$ cat config.mk
export PLATFORM = sky130hd
export DESIGN_NAME = tx_frame_arb_flat
export DESIGN_NICKNAME = d
export VERILOG_FILES = /design/src/rtl/tx_arb_pkg.sv /design/src/rtl/tx_frame_arb_if.sv /design/src/rtl/tx_frame_arb_rr_pick.sv /design/src/rtl/tx_frame_arb.sv /design/src/flat_wrapper.sv
export SDC_FILE = /design/constraint.sdc
export NUM_CORES = 1
export LEC_CHECK = 0
export ABC_AREA = 1
export CORE_MARGIN = 2
export CORE_UTILIZATION = 30
export DETAILED_ROUTE_END_ITERATION = 10
export GPL_TIMING_DRIVEN = 1
export PLACE_DENSITY_LB_ADDON = 0.12
export SLEW_MARGIN = 20
export SYNTH_ARGS = -nofsm -noshare
export SYNTH_HDL_FRONTEND = slang
export SYNTH_SLANG_ARGS = --single-unit
$ cat constraint.sdc
create_clock -name clk125 -period 3.6 [get_ports clk125]
set_clock_uncertainty 0.05 [all_clocks]
set_input_delay 0.72 -clock clk125 [delete_from_list [all_inputs] [get_ports clk125]]
set_output_delay 0.72 -clock clk125 [all_outputs]
set_load 0.02 [all_outputs]
$ cat src/rtl/tx_arb_pkg.sv
// Shared types and constants for the transmit frame arbiter and its helpers.
// Latency: n/a (declarations only).
// Backpressure: n/a.
package tx_arb_pkg;

    localparam int LEN_W  = 11;
    localparam int MAXLEN = 1514;

    typedef enum logic [1:0] {
        IDLE = 2'd0,
        BUSY = 2'd1,
        GAP  = 2'd2
    } arb_state_t;

    // A frame of zero bytes or longer than the largest Ethernet frame is refused.
    function automatic logic len_legal(input logic [LEN_W-1:0] l);
        return (l != '0) && (int'(l) <= MAXLEN);
    endfunction

endpackage

$ cat src/rtl/tx_frame_arb_if.sv
// Bundle between frame sources / tx engine and the transmit arbiter.
// Latency: n/a (wiring only).
// Backpressure: sources hold req level until granted; the engine answers with tx_done.
interface tx_frame_arb_if
    import tx_arb_pkg::*;
#(
    parameter int NREQ  = 3,
    parameter int LEN_W = tx_arb_pkg::LEN_W
);
    localparam int SW = (NREQ > 1) ? $clog2(NREQ) : 1;

    logic [NREQ-1:0]       req;
    logic [NREQ*LEN_W-1:0] len;
    logic [NREQ-1:0]       gnt;
    logic [NREQ-1:0]       rej;
    logic                  tx_start;
    logic [SW-1:0]         tx_sel;
    logic [LEN_W-1:0]      tx_len;
    logic                  tx_done;
    logic                  tx_abort;
    logic                  busy;
    logic [7:0]            err_cnt;

    // Arbiter side
    modport master (
        input  req, len, tx_done,
        output gnt, rej, tx_start, tx_sel, tx_len, tx_abort, busy, err_cnt
    );

    // Sources and tx engine side
    modport slave (
        output req, len, tx_done,
        input  gnt, rej, tx_start, tx_sel, tx_len, tx_abort, busy, err_cnt
    );

endinterface

$ cat src/rtl/tx_frame_arb_rr_pick.sv
// Round-robin picker: first asserted request at or after ptr, wrapping modulo N.
// Latency: purely combinational.
// Backpressure: none; caller decides when to act on the pick.
module rr_pick
    import tx_arb_pkg::*;
#(
    parameter int N  = 3,
    parameter int PW = (N > 1) ? $clog2(N) : 1
) (
    input  logic [N-1:0]  req,
    input  logic [PW-1:0] ptr,
    output logic          vld,
    output logic [PW-1:0] idx
);

    // Scan from farthest to nearest so the nearest hit to ptr is the last write.
    always_comb begin
        int j;
        j   = 0;
        vld = 1'b0;
        idx = '0;
        for (int i = N - 1; i >= 0; i--) begin
            j = int'(ptr) + i;
            if (j >= N) begin
                j = j - N;
            end
            if (req[j]) begin
                vld = 1'b1;
                idx = PW'(j);
            end
        end
    end

endmodule

$ cat src/rtl/tx_frame_arb.sv
// Round-robin scheduler of frame sources onto the single RGMII transmit engine.
// Latency: req -> tx_start 1 cycle; IFG idle cycles after done/abort before next start.
// Backpressure: one grant at a time; requests wait while busy; hung frames abort after TIMEOUT.
module tx_frame_arb
    import tx_arb_pkg::*;
#(
    parameter int NREQ    = 3,
    parameter int IFG     = 12,
    parameter int TIMEOUT = 4096
) (
    input  logic           clk125,
    input  logic           reset_n,
    tx_frame_arb_if.master bus
);

    localparam int PW = (NREQ > 1) ? $clog2(NREQ) : 1;
    localparam int TW = $clog2(TIMEOUT);
    localparam int GW = $clog2(IFG) + 1;

    localparam logic [TW-1:0] TMAX = TW'(TIMEOUT - 1);
    localparam logic [GW-1:0] GMAX = GW'(IFG - 1);

    arb_state_t       state;
    logic [PW-1:0]    ptr;
    logic [TW-1:0]    timer;
    logic [GW-1:0]    gap_cnt;

    logic [NREQ-1:0]  gnt_q;
    logic [NREQ-1:0]  rej_q;
    logic             start_q;
    logic [PW-1:0]    sel_q;
    logic [LEN_W-1:0] len_q;
    logic             abort_q;
    logic             busy_q;
    logic [7:0]       err_q;

    logic             win_vld;
    logic [PW-1:0]    win_idx;
    logic [LEN_W-1:0] win_len;
    logic [NREQ-1:0]  win_oh;

    // Pointer just past a served or rejected source, so it goes to the back of the line.
    function automatic logic [PW-1:0] ptr_next(input logic [PW-1:0] i);
        return (int'(i) >= NREQ - 1) ? '0 : i + PW'(1);
    endfunction

    rr_pick #(
        .N  (NREQ),
        .PW (PW)
    ) u_pick (
        .req (bus.req),
        .ptr (ptr),
        .vld (win_vld),
        .idx (win_idx)
    );

    assign win_len = bus.len[int'(win_idx)*LEN_W +: LEN_W];
    assign win_oh  = NREQ'(1) << win_idx;

    // Arbiter FSM: pick in IDLE, watch the engine in BUSY, hold off in GAP.
    always_ff @(posedge clk125 or negedge reset_n) begin
        if (!reset_n) begin
            state   <= IDLE;
            ptr     <= '0;
            timer   <= '0;
            gap_cnt <= '0;
            gnt_q   <= '0;
            rej_q   <= '0;
            start_q <= 1'b0;
            sel_q   <= '0;
            len_q   <= '0;
            abort_q <= 1'b0;
            busy_q  <= 1'b0;
            err_q   <= '0;
        end else begin
            start_q <= 1'b0;
            rej_q   <= '0;
            abort_q <= 1'b0;
            case (state)
                IDLE: begin
                    if (win_vld) begin
                        if (len_legal(win_len)) begin
                            gnt_q   <= win_oh;
                            sel_q   <= win_idx;
                            len_q   <= win_len;
                            start_q <= 1'b1;
                            busy_q  <= 1'b1;
                            timer   <= '0;
                            state   <= BUSY;
                        end else begin
                            // Refuse the bad frame and move on so it cannot starve others.
                            rej_q <= win_oh;
                            ptr   <= ptr_next(win_idx);
                        end
                    end
                end
                BUSY: begin
                    // Done is checked first so it beats a same-cycle timeout.
                    if (bus.tx_done) begin
                        gnt_q   <= '0;
                        ptr     <= ptr_next(sel_q);
                        gap_cnt <= '0;
                        state   <= GAP;
                    end else if (timer == TMAX) begin
                        abort_q <= 1'b1;
                        if (err_q != 8'hFF) begin
                            err_q <= err_q + 8'd1;
                        end
                        gnt_q   <= '0;
                        ptr     <= ptr_next(sel_q);
                        gap_cnt <= '0;
                        state   <= GAP;
                    end else begin
                        timer <= timer + TW'(1);
                    end
                end
                GAP: begin
                    if (gap_cnt == GMAX) begin
                        busy_q <= 1'b0;
                        state  <= IDLE;
                    end else begin
                        gap_cnt <= gap_cnt + GW'(1);
                    end
                end
                default: begin
                    gnt_q  <= '0;
                    busy_q <= 1'b0;
                    state  <= IDLE;
                end
            endcase
        end
    end

    assign bus.gnt      = gnt_q;
    assign bus.rej      = rej_q;
    assign bus.tx_start = start_q;
    assign bus.tx_sel   = sel_q;
    assign bus.tx_len   = len_q;
    assign bus.tx_abort = abort_q;
    assign bus.busy     = busy_q;
    assign bus.err_cnt  = err_q;

endmodule

$ cat src/flat_wrapper.sv
// flat-port wrapper written by rule: the top's interface ports become plain ports
module tx_frame_arb_flat import tx_arb_pkg::*;
#(
    parameter int NREQ    = 3,
    parameter int IFG     = 12,
    parameter int TIMEOUT = 4096
)
  (clk125, reset_n, bus_req, bus_len, bus_tx_done, bus_gnt, bus_rej, bus_tx_start, bus_tx_sel, bus_tx_len, bus_tx_abort, bus_busy, bus_err_cnt);
  tx_frame_arb_if #(.NREQ(NREQ), .LEN_W(11)) bus_i ();
  input  logic clk125;
  input  logic reset_n;
  input wire logic [$bits(bus_i.req)-1:0] bus_req;
  input wire logic [$bits(bus_i.len)-1:0] bus_len;
  input wire logic [$bits(bus_i.tx_done)-1:0] bus_tx_done;
  output wire logic [$bits(bus_i.gnt)-1:0] bus_gnt;
  output wire logic [$bits(bus_i.rej)-1:0] bus_rej;
  output wire logic [$bits(bus_i.tx_start)-1:0] bus_tx_start;
  output wire logic [$bits(bus_i.tx_sel)-1:0] bus_tx_sel;
  output wire logic [$bits(bus_i.tx_len)-1:0] bus_tx_len;
  output wire logic [$bits(bus_i.tx_abort)-1:0] bus_tx_abort;
  output wire logic [$bits(bus_i.busy)-1:0] bus_busy;
  output wire logic [$bits(bus_i.err_cnt)-1:0] bus_err_cnt;
  assign bus_i.req = bus_req;
  assign bus_i.len = bus_len;
  assign bus_i.tx_done = bus_tx_done;
  assign bus_gnt = bus_i.gnt;
  assign bus_rej = bus_i.rej;
  assign bus_tx_start = bus_i.tx_start;
  assign bus_tx_sel = bus_i.tx_sel;
  assign bus_tx_len = bus_i.tx_len;
  assign bus_tx_abort = bus_i.tx_abort;
  assign bus_busy = bus_i.busy;
  assign bus_err_cnt = bus_i.err_cnt;
  tx_frame_arb #(.NREQ(NREQ), .IFG(IFG), .TIMEOUT(TIMEOUT)) u_core (.clk125(clk125), .reset_n(reset_n), .bus(bus_i));
endmodule
==> flow_metrics.py <==
metrics = {
    "pwr": {
        "leakage_nw": 1.92,
        "ir_drop_mv": 0.300,
        "p_per_area_mw_per_mm2": 865,
    },
    "routing": {
        "routed_via_density": 4.49,
        "routed_wl_um": 7660,
        "drt_iter0_markers": 140,
        "drc": 0,
        "ant_nets": 0,
        "routedWlPerCell_um": 12.2,
        "vias": 2829,
        "dr.pass1.iters": 4,
    },
    "sta": {
        "fmax_mhz": 309,
        "worst_pin_slew_ns": 0.688,
        "setup_viol": 0,
        "tns_ns": 0,
        "maxSlewHeadroom_pct": 54.2,
        "hold_viol": 0,
        "period_needed_ns": 3.24,
        "rsz0062_at_grt": "no",
        "fin_crit_sh_pct": 90.0,
        "finalMaxSlewViolations": 0,
    },
    "floorplan": {
        "start_util_pct": 30.4,
        "dieHeight_um": 106,
        "pin_count": 69,
        "dieArea_mm2": 0.0111,
        "rows": 37,
        "die_w_um": 106,
        "core_mm2": 0.0102,
    },
    "layout": {
        "drive_gt1_share_pct": 8.91,
        "area_delta_synth_final_pct": 30.9,
        "mostFrequentLayoutCells": "nand2_1 (142), clkdlybuf4s50_1 (67), dfrtp_1 (51), nor2_1 (46), inv_1 (43)",
        "fillCellCount": 1086,
        "nets": 538,
        "fin_util_pct": 39.8,
        "layout_commonest_cell": "nand2_1",
        "n_antenna_cell": 0,
    },
    "setup_path": {
        "cp.arrival_ns": 3.39,
        "endpoint_kind": "flip-flop",
        "path_class": "in -> reg",
        "worstSetupStartpointType": "input port",
        "rrSetupSlack_ns": 0.52,
        "cp.required_ns": 3.75,
        "crit_fanout": 18,
    },
    "grt": {
        "grt.overflow.total": 0,
        "grt_pass1_vias": 2746,
        "grt_util_all_layers_pct": 14.3,
        "grt_first_pass_wirelength_um": 13000,
        "grt_max_degree": 52,
        "antenna_found_initial": 0,
    },
    "clock_tree": {
        "post_cts_buffers": 0,
        "cts_tree": "done",
        "cts_resized": 0,
        "ctsHoldBuffers": 0,
        "cts_root_buf": "clkbuf_8",
        "cts_sinks": 51,
        "path_clk_slew_ns": 0.09,
        "clockBufferDepth": 2,
        "insertion_delay_ns": 0.31,
        "htreeDepth": 2,
        "numCtsBuffers": 5,
    },
    "placement": {
        "place.gp.congestion": 0.856,
        "dp_hpwl_um": 6020,
        "port_buffers": 68,
    },
    "yosys": {
        "synth_largest_area_cell": "dfrtp_1",
        "synth-seq-cells": 51,
        "synth_area_leaders": "dfrtp_1 (41%), nand2_1 (17%), nor2_1 (5.6%)",
        "synth_seq_area_share_pct": 41.2,
        "syn_area_per_cell_um2": 7.37,
        "syn_area_mm2": 0.00310,
        "synth_top_cell_area_share_pct": 41.2,
        "synth_cells": 420,
        "synth_cell_types": 38,
        "syn_nets": 465,
        "ys.warnings.count": 0,
    },
    "worst_hold_path": {
        "worstHoldPathType": "reg -> reg",
    },
    "run": {
        "cap_violations": 0,
    },
    "run_status": {
        "status": "complete, no violations",
    },
}
## cell usage after synthesis
cell type / n
a21oi_1: 8
a221o_1: 1
a41oi_1: 1
buf_2: 1
buf_4: 2
buf_6: 3
dfrtp_1: 51
ha_1: 6
inv_1: 43
inv_2: 4
inv_4: 1
mux2_2: 1
nand2_1: 142
nand2_2: 2
nand2_4: 5
nand3_1: 22
nand3_2: 1
nand3_4: 2
nand3b_1: 4
nand3b_2: 1
nand4_1: 5
nor2_1: 46
nor2_2: 2
nor2_4: 1
nor3_1: 9
nor3_2: 1
nor3b_1: 2
nor4_2: 1
o21a_1: 1
o21ai_0: 12
o21ai_1: 16
o21ai_2: 7
o22ai_1: 2
or2_0: 1
or2_1: 3
or2_2: 2
xnor2_1: 1
xor2_1: 7
## worst max-delay path, cell delays in order
cell	delay, ns
clkdlybuf4s50_1	0.53
inv_1	0.06
nand2_1	0.05
o21ai_1	0.08
or2_1	0.30
nand2_4	0.22
nand3_4	0.13
or2_1	0.22
nand2_1	0.13
nand4_1	0.09
nor2_1	0.12
nand3b_2	0.16
nand3_4	0.16
nand2_4	0.10
buf_12	0.16
nand2_1	0.07
o21ai_2	0.05
## path summary, 6_finish.rpt
path,from,end,cells past startpoint
worst max-delay path,bus_req[1],u_core.timer[4],17
worst min-delay path,u_core.bus.tx_len[5],u_core.bus.tx_len[5],2
worst max register to register,u_core.ptr[0],u_core.timer[4],20
worst min register to register,u_core.bus.tx_len[5],u_core.bus.tx_len[5],2
max in group asynchronous,reset_n,u_core.timer[4],2
min in group asynchronous,reset_n,u_core.timer[1],2
## power breakdown
part	internal [mW]	total (mW)	switching, mW
Clock	0.229	0.428	0.199
Sequential	0.728	0.817	0.0893
Combinational	0.791	2.26	1.47
Total	1.75	3.50	1.76
## state kept, by name, summed over array words and instances, names as in the netlist
name                 flops
u_core.ptr               2
u_core.state             2
u_core.bus.err_cnt       8
u_core.bus.rej           3
u_core.timer            12
u_core.bus.busy          1
u_core.gap_cnt           5
u_core.bus.tx_sel        2
u_core.bus.tx_start      1
u_core.bus.gnt           3
u_core.bus.tx_len       11
u_core.bus.tx_abort      1
## metal layers
metal  GRT usage, %  wire [µm]
met1           19.4       3760
met4           3.85         70
met3           2.10        160
met5              0          0
met2           23.8       3660
## kinds of logic after synthesis
| family | after synthesis | synth area share (%) |
|---|---|---|
| compound gates | 48 | 9.05 |
| xor+xnor | 8 | 2.26 |
| mux | 1 | 0.364 |
| fa+ha+maj | 6 | 2.43 |
| simple gates | 252 | 37.0 |
| flops | 51 | 41.2 |
| buf+inv | 54 | 7.64 |
## area by class of cell
class	instances	area (µm²)	area share [%]
Clock inverter	2	38.8	0.957
Sequential cell	51	1280	31.5
Multi-Input combinational cell	315	1580	39.1
Tap cell	136	170	4.20
Clock buffer	6	82.6	2.04
Inverter	48	183	4.51
Timing Repair Buffer	72	718	17.7
## stage by stage
step | cell area, µm² | hold WS [ns] | total power, mW | instances | worst slack [ns]
6_report | 4050 | 0.440 | 3.50 | 630 | 0.359
5_1_grt | 4050 | 0.475 | 3.87 | 630 | 0.0831
3_3_place_gp | 3930 | 0.418 | 3.10 | 622 | 0.0764
4_1_cts | 4050 | 0.443 | 3.54 | 630 | 0.373
2_1_floorplan | 3100 | 0.374 | 2.47 | 420 | 1.01
3_5_place_dp | 3930 | 0.417 | 3.10 | 622 | 0.0341
No activity file was read; power rests on OpenSTA's default activity.
==> patch: new RTL, config.mk and constraints unchanged <==
`NREQ` is set to 3 in 3 places; all go to 6.
--- a/src/rtl/tx_frame_arb_if.sv
+++ b/src/rtl/tx_frame_arb_if.sv
@@ -4,7 +4,7 @@
 interface tx_frame_arb_if
     import tx_arb_pkg::*;
 #(
-    parameter int NREQ  = 3,
+    parameter int NREQ  = 6,
     parameter int LEN_W = tx_arb_pkg::LEN_W
 );
     localparam int SW = (NREQ > 1) ? $clog2(NREQ) : 1;
--- a/src/rtl/tx_frame_arb.sv
+++ b/src/rtl/tx_frame_arb.sv
@@ -4,7 +4,7 @@
 module tx_frame_arb
     import tx_arb_pkg::*;
 #(
-    parameter int NREQ    = 3,
+    parameter int NREQ    = 6,
     parameter int IFG     = 12,
     parameter int TIMEOUT = 4096
 ) (
--- a/src/flat_wrapper.sv
+++ b/src/flat_wrapper.sv
@@ -1,7 +1,7 @@
 // flat-port wrapper written by rule: the top's interface ports become plain ports
 module tx_frame_arb_flat import tx_arb_pkg::*;
 #(
-    parameter int NREQ    = 3,
+    parameter int NREQ    = 6,
     parameter int IFG     = 12,
     parameter int TIMEOUT = 4096
 )
Interface: changed (5 resized); port bits go from 69 to 112. No check against the original RTL was run, so the function may have changed too.
==> patch against the original RTL <==
The flow now finishes with violations (setup timing); area after synthesis up 49%; first-iteration DRC count up 39%; critical path depth up 17; global-route usage up 3.7 points; wire length up 96%; sequential cell count up 8; worst setup slack worse by 0.62 ns; worst hold slack worse by 0.10 ns; design area up 88%; register-to-register slack worse by 0.78 ns; via count up 83%; critical endpoint is now u_core.timer[3]$_DFFE_PN0P_; highest routed layer unchanged.
Power is left out: the tool's default activity adds up to more than one toggle a clock period on the data nets, which glitch-free logic cannot reach.
==> patch: results (changes against the original RTL) <==
* Count of different cell masters after synthesis at 37 (-2.6%)
* Worst reg2reg path depth at 34 (+70%)
* Via density per instance at 4.69 (+4.5%)
* Share of layout cells above drive strength 1 at 0.290 (+0.201)
* Commonest cells post-synth: nand2_1 (254), inv_1 (77), nand3_1 (74)
* CTS root buffer: clkbuf_16
* Fin worst setup slack at -0.264 ns (-0.623 ns)
* Category of the most critical setup path: reg2reg
* Failing checks: setup timing
* I/O Buffers at 111 (+63%)
* Final Util at 0.506 (+0.108)
* Hold crit path type: in2async
* Wirelength per Cell at 13.6 microns (+12%)
* Post-place instance area at 0.00651 sq mm (+66%)
* Setup_tns at -8.31 ns (-8.31 ns)
* Sequential-to-total area share from yosys stat at 0.320 (-0.0923)
* Most area-consuming cells after synthesis: dfrtp_1 (32%), nand2_1 (21%), nand3_1 (8.0%)
* Top fanout value on the critical path at 7 (-11)
* RR Endpoint: u_core.timer[3]$_DFFE_PN0P_
* WP data arrival at 4.02 ns (+0.63 ns)
* Mapped Nets at 796 (+71%)
* Worst-path clk slew at 0.06 ns (-0.03 ns)
* Initial drt markers at 194 (+39%)
* Post-CTS Setup Bufs at 12 (+12)
* RD Place Congestion at 0.859 (+0.33%)
* Slowest cell on the critical path: dfrtp_1
* H-tree Lvls at 3 (+1)
* Largest net degree at the start of global routing at 27 (-48%)
* Cts bufs inserted at 9 (+4)
* Max stage delay on crit path at 0.39 ns (-0.14 ns)
* Hold slack at 0.339 ns (-0.101 ns)
* Syn avg cell area at 6.61 sq um (-10%)
* Vias in the first global route at 5156 (+88%)
* Clock insertion delay at the later pin of the skew report at 0.33 ns (+0.02 ns)
* Status: finished with violations
* Pre-CTS setup slack at -0.561 ns (-0.595 ns)
* Total track usage at 0.180 (+0.0367)
* Worst slew margin at 0.562 (+0.0200)
* Final cell count without fillers at 1105 (+75%)
* Dpl hpwl at 11.4 mm (+89%)
* Nets at 1010 (+88%)
* First-pass GRT wire length at 23.7 mm (+83%)
* Final setup viols at 44 (+44)
* Fillers at 1464 (+35%)
patch: cell types whose count changed in the layout (fill, tap and decap cells not counted), sizes merged, moves of 17 or more:
cell | unedited run | this run
clkdlybuf4s50 | 67 | 110
nand2 | 149 | 264
ha | 6 | 23
inv | 49 | 87
nand3 | 25 | 77
buf | 5 | 106
patch: logic make-up (layout without fill, tap and decap cells):
family	Yosys count	after routing	synth area share
AO/OA/AOI/OAI	64	64	0.0792
AND/OR/NAND/NOR	427	428	0.399
buffers and inverters	105	323	0.101
XOR/XNOR	19	19	0.0361
flip-flops	59	59	0.320
multiplexers	1	1	0.00244
adder cells (fa/ha/maj)	23	23	0.0624
patch: worst max path at each step:
stage	end	slack, ns	cells after the start
floorplan	u_core.timer[0]$_DFFE_PN0P_	0.03	31
global placement	u_core.bus.rej[4]$_DFF_PN0_	-0.56	23
detailed placement	u_core.bus.rej[4]$_DFF_PN0_	-0.56	23
CTS	u_core.timer[11]$_DFFE_PN0P_	-0.15	33
global route	u_core.timer[11]$_DFFE_PN0P_	-0.55	37
finish	u_core.timer[3]$_DFFE_PN0P_	-0.26	34
patch: layer usage:
metal  part of all wire  global-route usage
met5                  0                   0
met4              0.023              0.0685
met3              0.053              0.0426
met2               0.49               0.306
met1               0.43               0.220
patch: area by class of cell:
cell class,count,area share
flip-flops and latches,59,0.194
multi-input cells,535,0.413
inverters,87,0.0444
clock buffers,12,0.0323
repair buffers,220,0.279
clock inverters,4,0.00655
well taps,188,0.0308
patch: worst max-delay path, delay by kind of cell, from the launching register on:
kind / cells / cell delay [ns]
AO/OA/AOI/OAI: 3 / 0.30
adder cells (fa/ha/maj): 2 / 0.31
flip-flops: 1 / 0.39
buffers and inverters: 8 / 0.78
AND/OR/NAND/NOR: 21 / 1.88
